File: config.mk
export PLATFORM = sky130hd
export DESIGN_NAME = shift_add_multiplier
export DESIGN_NICKNAME = d
export VERILOG_FILES = /design/src/rtl/shift_add_multiplier.sv
export SDC_FILE = /design/constraint.sdc
export NUM_CORES = 1
export LEC_CHECK = 0
export ABC_AREA = 1
export BUFFER_PORTS_ARGS = -buffer_cell sky130_fd_sc_hd__buf_2
export CORE_MARGIN = 10
export CORE_UTILIZATION = 60
export DETAILED_ROUTE_END_ITERATION = 12
export PLACE_DENSITY = 0.79
export SLEW_MARGIN = 20
export SYNTH_ARGS = -nofsm -noshare
export SYNTH_HDL_FRONTEND = slang
export SYNTH_SLANG_ARGS = --single-unit
export TNS_END_PERCENT = 1
File: constraint.sdc
create_clock -name clk -period 8.2 [get_ports clk]
set_clock_uncertainty 0.2 [all_clocks]
set_input_delay 0 -clock clk [delete_from_list [all_inputs] [get_ports clk]]
set_output_delay 0 -clock clk [all_outputs]
set_load 0.02 [all_outputs]
File: src/rtl/shift_add_multiplier.sv
// -----------------------------------------------------------------------------
// shift_add_multiplier
// Sequential shift-and-add multiplier. A three-state controller feeds one
// shared 2*WIDTH-bit adder/subtractor, which accumulates one partial product
// per clock over WIDTH cycles.
//
// Optional feature macro: MULT_SIGNED_EN
//   defined   : two's-complement operands. The multiplicand is sign-extended,
//               and the last partial product is subtracted when the multiplier
//               MSB is set.
//   undefined : unsigned operation; the adder/subtractor op input is tied to add.
//
// Ports
//   clk     in   rising-edge clock
//   reset   in   synchronous active-high reset
//   start   in   operation request, sampled only while idle
//   A       in   WIDTH-bit multiplicand, captured on an accepted start
//   B       in   WIDTH-bit multiplier, captured on an accepted start
//   busy    out  high while running and during the done cycle
//   done    out  single-cycle pulse, product valid
//   product out  2*WIDTH-bit result, held until the next completion
// -----------------------------------------------------------------------------

// Shared 2*WIDTH-bit adder/subtractor: op_i=0 adds, op_i=1 subtracts.
module shift_add_addsub #(
  parameter int unsigned W = 16
) (
  input  logic [W-1:0] a_i,
  input  logic [W-1:0] b_i,
  input  logic         op_i,
  output logic [W-1:0] sum_o
);
  assign sum_o = a_i + (b_i ^ {W{op_i}}) + W'(op_i);
endmodule

module shift_add_multiplier #(
  parameter int unsigned WIDTH = 8
) (
  input  logic               clk,
  input  logic               reset,
  input  logic               start,
  input  logic [WIDTH-1:0]   A,
  input  logic [WIDTH-1:0]   B,
  output logic               busy,
  output logic               done,
  output logic [2*WIDTH-1:0] product
);
  localparam int unsigned PW    = 2 * WIDTH;
  localparam int unsigned CNT_W = (WIDTH > 1) ? $clog2(WIDTH) : 1;

  typedef enum logic [1:0] {S_IDLE, S_RUN, S_DONE} state_e;

  state_e             state_q, state_d;
  logic [PW-1:0]      mcand_q, mcand_d;
  logic [WIDTH-1:0]   mplier_q, mplier_d;
  logic [PW-1:0]      acc_q, acc_d;
  logic [CNT_W-1:0]   count_q, count_d;
  logic [PW-1:0]      product_q, product_d;
  logic               busy_q, busy_d;
  logic               done_q, done_d;

  logic [PW-1:0]      addend;
  logic [PW-1:0]      sum;
  logic               last_iter;
  logic               bit_set;
  logic               op;

  // Partial product for the current iteration.
  assign addend    = mcand_q << count_q;
  assign last_iter = (count_q == CNT_W'(WIDTH - 1));
  assign bit_set   = mplier_q[count_q];

`ifdef MULT_SIGNED_EN
  // Multiplier MSB carries weight -2^(WIDTH-1), so its partial product is subtracted.
  assign op = last_iter & bit_set;
`else
  assign op = 1'b0;
`endif

  shift_add_addsub #(.W(PW)) u_addsub (
    .a_i   (acc_q),
    .b_i   (addend),
    .op_i  (op),
    .sum_o (sum)
  );

  // State and datapath registers.
  always_ff @(posedge clk) begin
    if (reset) begin
      state_q   <= S_IDLE;
      mcand_q   <= '0;
      mplier_q  <= '0;
      acc_q     <= '0;
      count_q   <= '0;
      product_q <= '0;
      busy_q    <= 1'b0;
      done_q    <= 1'b0;
    end else begin
      state_q   <= state_d;
      mcand_q   <= mcand_d;
      mplier_q  <= mplier_d;
      acc_q     <= acc_d;
      count_q   <= count_d;
      product_q <= product_d;
      busy_q    <= busy_d;
      done_q    <= done_d;
    end
  end

  // Next-state, datapath and output logic.
  always_comb begin
    state_d   = state_q;
    mcand_d   = mcand_q;
    mplier_d  = mplier_q;
    acc_d     = acc_q;
    count_d   = count_q;
    product_d = product_q;

    unique case (state_q)
      S_IDLE: begin
        if (start) begin
`ifdef MULT_SIGNED_EN
          mcand_d = {{WIDTH{A[WIDTH-1]}}, A};
`else
          mcand_d = {{WIDTH{1'b0}}, A};
`endif
          mplier_d = B;
          acc_d    = '0;
          count_d  = '0;
          state_d  = S_RUN;
        end
      end
      S_RUN: begin
        if (bit_set) begin
          acc_d = sum;
        end
        count_d = count_q + 1'b1;
        if (last_iter) begin
          // Final accumulator value goes straight to the result register.
          product_d = bit_set ? sum : acc_q;
          count_d   = '0;
          state_d   = S_DONE;
        end
      end
      S_DONE: begin
        state_d = S_IDLE;
      end
      default: begin
        state_d = S_IDLE;
      end
    endcase

    // Flags are registered from the next state so they line up with it.
    busy_d = (state_d != S_IDLE);
    done_d = (state_d == S_DONE);
  end

  assign busy    = busy_q;
  assign done    = done_q;
  assign product = product_q;

endmodule

== Word-level counts from Yosys, hierarchy flattened ==
Index checks and enable logic that the tools add are counted.

* Bits in read-only memories: 0
* Word-level logic and storage cells: 33
* Memories kept: 0
* Register bits after elaboration: 55
* Output and inout port bits: 18
* Latch bits: 0
* Input bits: 19
* Bits in writable memories: 0

* Multipliers: 0
* Add/subtract/negate cells: 2
* Eq/ne operators: 4
* Reduce and logical (&&, ||, !) cells: 6
* Shift operators: 1
* Bitwise logic cells: 0
* Div/mod/pow operators: 0
* $lt $le $gt $ge: 1
* Multiplexer cells: 11

{| class="wikitable"
|+ Operators by type and width
! cell !! count
|-
| 16-bit two-way mux || 2
|-
| 16-bit one-hot mux with 2 select lines || 1
|-
| 16-bit adder || 1
|-
| 8-bit by 3-bit << shifter with 16-bit output || 1
|-
| 3-bit two-way mux || 2
|-
| 3-bit one-hot mux with 2 select lines || 1
|-
| 2-bit AND reduction || 3
|-
| 3-bit by 4-bit < comparator with 1-bit output, second input constant || 1
|-
| 2-bit two-way mux || 2
|-
| 2-bit one-hot mux with 2 select lines || 1
|-
| 2-bit nonzero test || 2
|-
| 3-bit by 1-bit adder with 3-bit output, second input constant || 1
|-
| 1-bit binary-select mux with 3-bit select || 1
|-
| 3-bit == test, second input constant || 1
|-
| 2-bit by 1-bit == test with 1-bit output, second input constant || 1
|-
| 2-bit == test, second input constant || 1
|-
| 2-bit zero test || 1
|-
| 2-bit inequality test, second input constant || 1
|-
| 1-bit two-way mux || 1
|}

== Depth between registers and ports, before layout ==
* Depth after elaboration: 4
* Gate-level depth with buffers: 19
* Depth with buffers taken out: 18

== By module ==
Synthesis repeated with hierarchy kept, for this count alone.

* Cell total of the unflattened synthesis: 599
* Area total of the unflattened synthesis: 4017.6 µm²

{| class="wikitable"
|+ By module, submodules not included
! module !! instances !! area an instance (µm²) !! cells an instance
|-
| shift_add_multiplier || 1 || 3001.6 || 432
|-
| shift_add_addsub || 1 || 1016.0 || 167
|}

== Worst setup path before layout ==
OpenSTA, ideal clock, no wires.

* Kind: reg2reg
* Start: reg count_q[0]
* End: reg product_q[15], in the netlist product[15]
* Data required time: 7.885 ns
* Data arrival time: 2.269 ns
* Cell stages (with the launch flop): 18
* Path slack: 5.616 ns
* Cell sequence: dfxtp_1 > buf_6 > buf_2 > mux2i_1 > nor2_1 > a31oi_1 > nor2_1 > ha_1 > nand2_1 > nor3_1 > and2_1 > nand2_1 > nand2_1 > nand2_1 > nand2_1 > nand2_1 > o21ai_0 > inv_1

* Word-level cells in the longest chain between the ends: 3
* Elaborated cells between the ends (all ways): 7

{| class="wikitable"
|+ Ends and longest elaborated chain
! what !! RTL line !! source
|-
| from (decl) || 57 || <nowiki>logic [CNT_W-1:0] count_q, count_d;</nowiki>
|-
| from (signal assigned) || 103 || <nowiki>count_q <= count_d;</nowiki>
|-
| 8-bit by 3-bit << shifter with 16-bit output / 1-bit binary-select mux with 3-bit select (equally long branches) || 69, 71 ||
|-
| 16-bit adder / 1-bit two-way mux (equally long branches) || 33, 71 ||
|-
| 16-bit two-way mux || -- ||
|-
| to (signal assigned) || 104 || <nowiki>product_q <= product_d;</nowiki>
|-
| to (decl) || 58 || <nowiki>logic [PW-1:0] product_q, product_d;</nowiki>
|}

Several ways; a longest one is shown, not always the timed one. The select of a mux whose other input is x is not followed.
A chain may end at the register's enable or synchronous reset.

== Worst setup path after layout ==
* Start: reg count_q[0]
* End: reg product_q[9], in the netlist product[9]

The elaborated chain is that of the path after synthesis.

==> results_dict.tcl <==
set metrics [dict create \
    core_sq_um 5507 \
    numPortBuffers 36 \
    yosysTopAreaCellShare 0.3239 \
    holdPathEnd "mcand_q[6]" \
    grt_max_degree 33 \
    drc 0 \
    setup_viol 0 \
    ys_async_sr_fraction 0 \
    ant_nets 0 \
    vdd_drop_max_mv 0.1104 \
    routed_wl_microns 8514 \
    syn_area_sq_um 3400 \
    antenna_found_initial 0 \
    cts_setup_buffers 0 \
    hold_depth 5 \
    worst_pin_slew_ps 905.4 \
    dieArea_sq_um 9076 \
    fin_nets 610 \
    grt_pass1_wl_microns 14220 \
    rsz0062_at_grt "no" \
    internal-power_uw 378.6 \
    cts_sinks 55 \
    critical_path_class "register to register" \
    hold_viol 0 \
    hold_start "start" \
    power.leakage_uw 0.001892 \
    yosysUniqueCellTypes 32 \
    place.gp.congestion 0.9490 \
    synth-seq-area-share 0.3239 \
    crit_required_ps 8280 \
    tritoncts "done" \
    synthCells 533 \
    cap_violations 0 \
    clockBufferDepth 2 \
    ys_ff_latch 55 \
    initial_core_util 0.6174 \
    dieWidth_microns 95.27 \
    ys.flop_type "dfxtp_1" \
    worstSetupStartpointType "register" \
    cts_made_buffers 5 \
    swShare 0.3201 \
    post_cts_resized 0 \
    grt_overflow_total 0 \
    p_clk_frac 0.291 \
    die_y_microns 95.27 \
    reg2reg_depth 8 \
    root_buffer "clkbuf_8" \
    dp_hpwl_microns 6285 \
    fill_cells 496 \
    seqPwrFrac 0.516 \
    wl_per_cell_microns 13.18 \
    drt_pre_antenna_iters 4 \
    slew_violations 0 \
    ios 37 \
    insertion_delay_ps 330 \
    post-route-util 0.6939 \
    area_growth_pct 12.40 \
    yosysTopAreaCell "dfxtp_1" \
    critPathArrivalTime_ps 3500 \
    hold_class "input pin to register" \
    switching_power_uw 178.3 \
    antenna_cells 0 \
    clk_pin_slew_ps 120 \
    drtIter0Drc 227 \
    worstSetupEndpointType "register" \
    power_density_nw_per_um2 145.8 \
    grt_pass1_vias 3068 \
    grtUsageTotal 0.1925 \
    row_count 27 \
    layout_common_cells "168 x nand2_1, 58 x nor2_1, 55 x dfxtp_1" \
    finalSetupTns_ps 0 \
    drt-vias-per-instance 5.245 \
    cts_hold_buf 17 \
    status "finished clean" \
    final_common_cell "nand2_1" \
    vias 3388 \
    syn_avg_cell_area_sq_um 6.378 \
    reg2reg_from "count_q[0]" \
    finalCritPeriodShare 0.4165 \
    fmax_mhz 292.8 \
    worst-r2r-setup-slack_ps 4780 \
    h-tree-depth 2 \
    synth_edf_count 0 \
    rr_endpoint "product[9]" \
    slew-limit-headroom 0.3942 \
    ys_warn_count 0 \
    syn_nets 570 \
    layout_min_cycle_time_ps 3416 \
    combPwrFrac 0.193 \
    crit_fanout 18 \
    drive_above_1_share 0.1010 \
    synth_area_leaders "dfxtp_1 32%, nand2_1 19%, nand3_1 6.5%" \
]
power by group through the flow:
| stage | Combinational [uW] | Sequential (uW) | Clock, uW |
|---|---|---|---|
| 3_3_place_gp | 97.4 | 293 | 0 |
| 6_report | 107 | 287 | 162 |
| 3_5_place_dp | 99.3 | 293 | 0 |
| 5_1_grt | 122 | 289 | 168 |
| 2_1_floorplan | 83.4 | 289 | 0 |
| 4_1_cts | 106 | 287 | 160 |
metal layers:
layer	track usage	vias to the layer above	part of all wire
li1	-	1772	-
met1	0.2377	1518	0.45
met2	0.3313	82	0.48
met3	0.03299	16	0.042
met4	0.06234	0	0.024
met5	0	-	0
registers in the layout (all words and copies together) (netlist names):
name,cells
mcand_q,8
acc_q,16
mplier_q,8
count_q,3
state_q,2
busy,1
done,1
product,16
worst max-delay path, cell delays in order (launching register included):
cell     delay, ps
dfxtp_1        740
ha_1           260
ha_1           160
nand2_1         60
nor2_1         690
inv_1          540
nor2_1         460
nand3_1        180
nand2_1         90
area by class of cell:
class	count	area [sq um]	area share
Timing Repair Buffer	54	357.8	0.09365
Multi-Input combinational cell	399	1959	0.5128
Clock inverter	3	23.77	0.006221
Sequential cell	55	1101	0.2881
Clock buffer	5	68.82	0.01801
Tap cell	72	90.09	0.02358
Inverter	58	220.2	0.05763
cells by family after synthesis:
| group | after synthesis | synth area share |
|---|---|---|
| simple gates | 292 | 0.3541 |
| buf+inv | 79 | 0.09974 |
| compound gates | 78 | 0.1237 |
| flops | 55 | 0.3239 |
| fa+ha+maj | 18 | 0.06846 |
| xor+xnor | 6 | 0.01546 |
| mux | 5 | 0.01472 |
through the flow:
stage / std cells / area, sq um / setup WS [ps] / hold WS (ps) / power, uW
2_1_floorplan: 533 / 3400 / 5616 / -69.23 / 372.4
3_3_place_gp: 621 / 3558 / 4960 / 19.96 / 390.1
3_5_place_dp: 621 / 3558 / 4889 / 25.99 / 392.5
4_1_cts: 646 / 3821 / 4879 / 110.9 / 553.3
5_1_grt: 646 / 3821 / 4430 / 183.4 / 578.5
6_report: 646 / 3821 / 4784 / 95.18 / 557.0
worst max-delay path by stage:
stage,from,end,slack [ps],cells past startpoint
2_1_floorplan,count_q[0],product[15],5620,17
3_3_place_gp,count_q[0],product[9],4960,8
3_5_place_dp,count_q[0],product[9],4890,8
4_1_cts,count_q[0],product[9],4880,8
5_1_grt,count_q[0],product[9],4430,8
6_report,count_q[0],product[9],4780,8
Yosys cell counts, types with 2 or more instances:
master	instances
a21oi_1	34
a21oi_2	2
a31oi_1	2
buf_2	5
buf_6	4
clkbuf_1	10
clkinv_1	2
dfxtp_1	55
ha_1	17
inv_1	54
mux2i_1	5
nand2_1	168
nand2_2	3
nand3_1	44
nand4_1	4
nor2_1	58
nor3_1	4
o21ai_0	35
o21ai_2	4
or2_1	6
or2_2	2
xnor2_1	4
xor2_1	2
(Power assumes the default switching activity.)
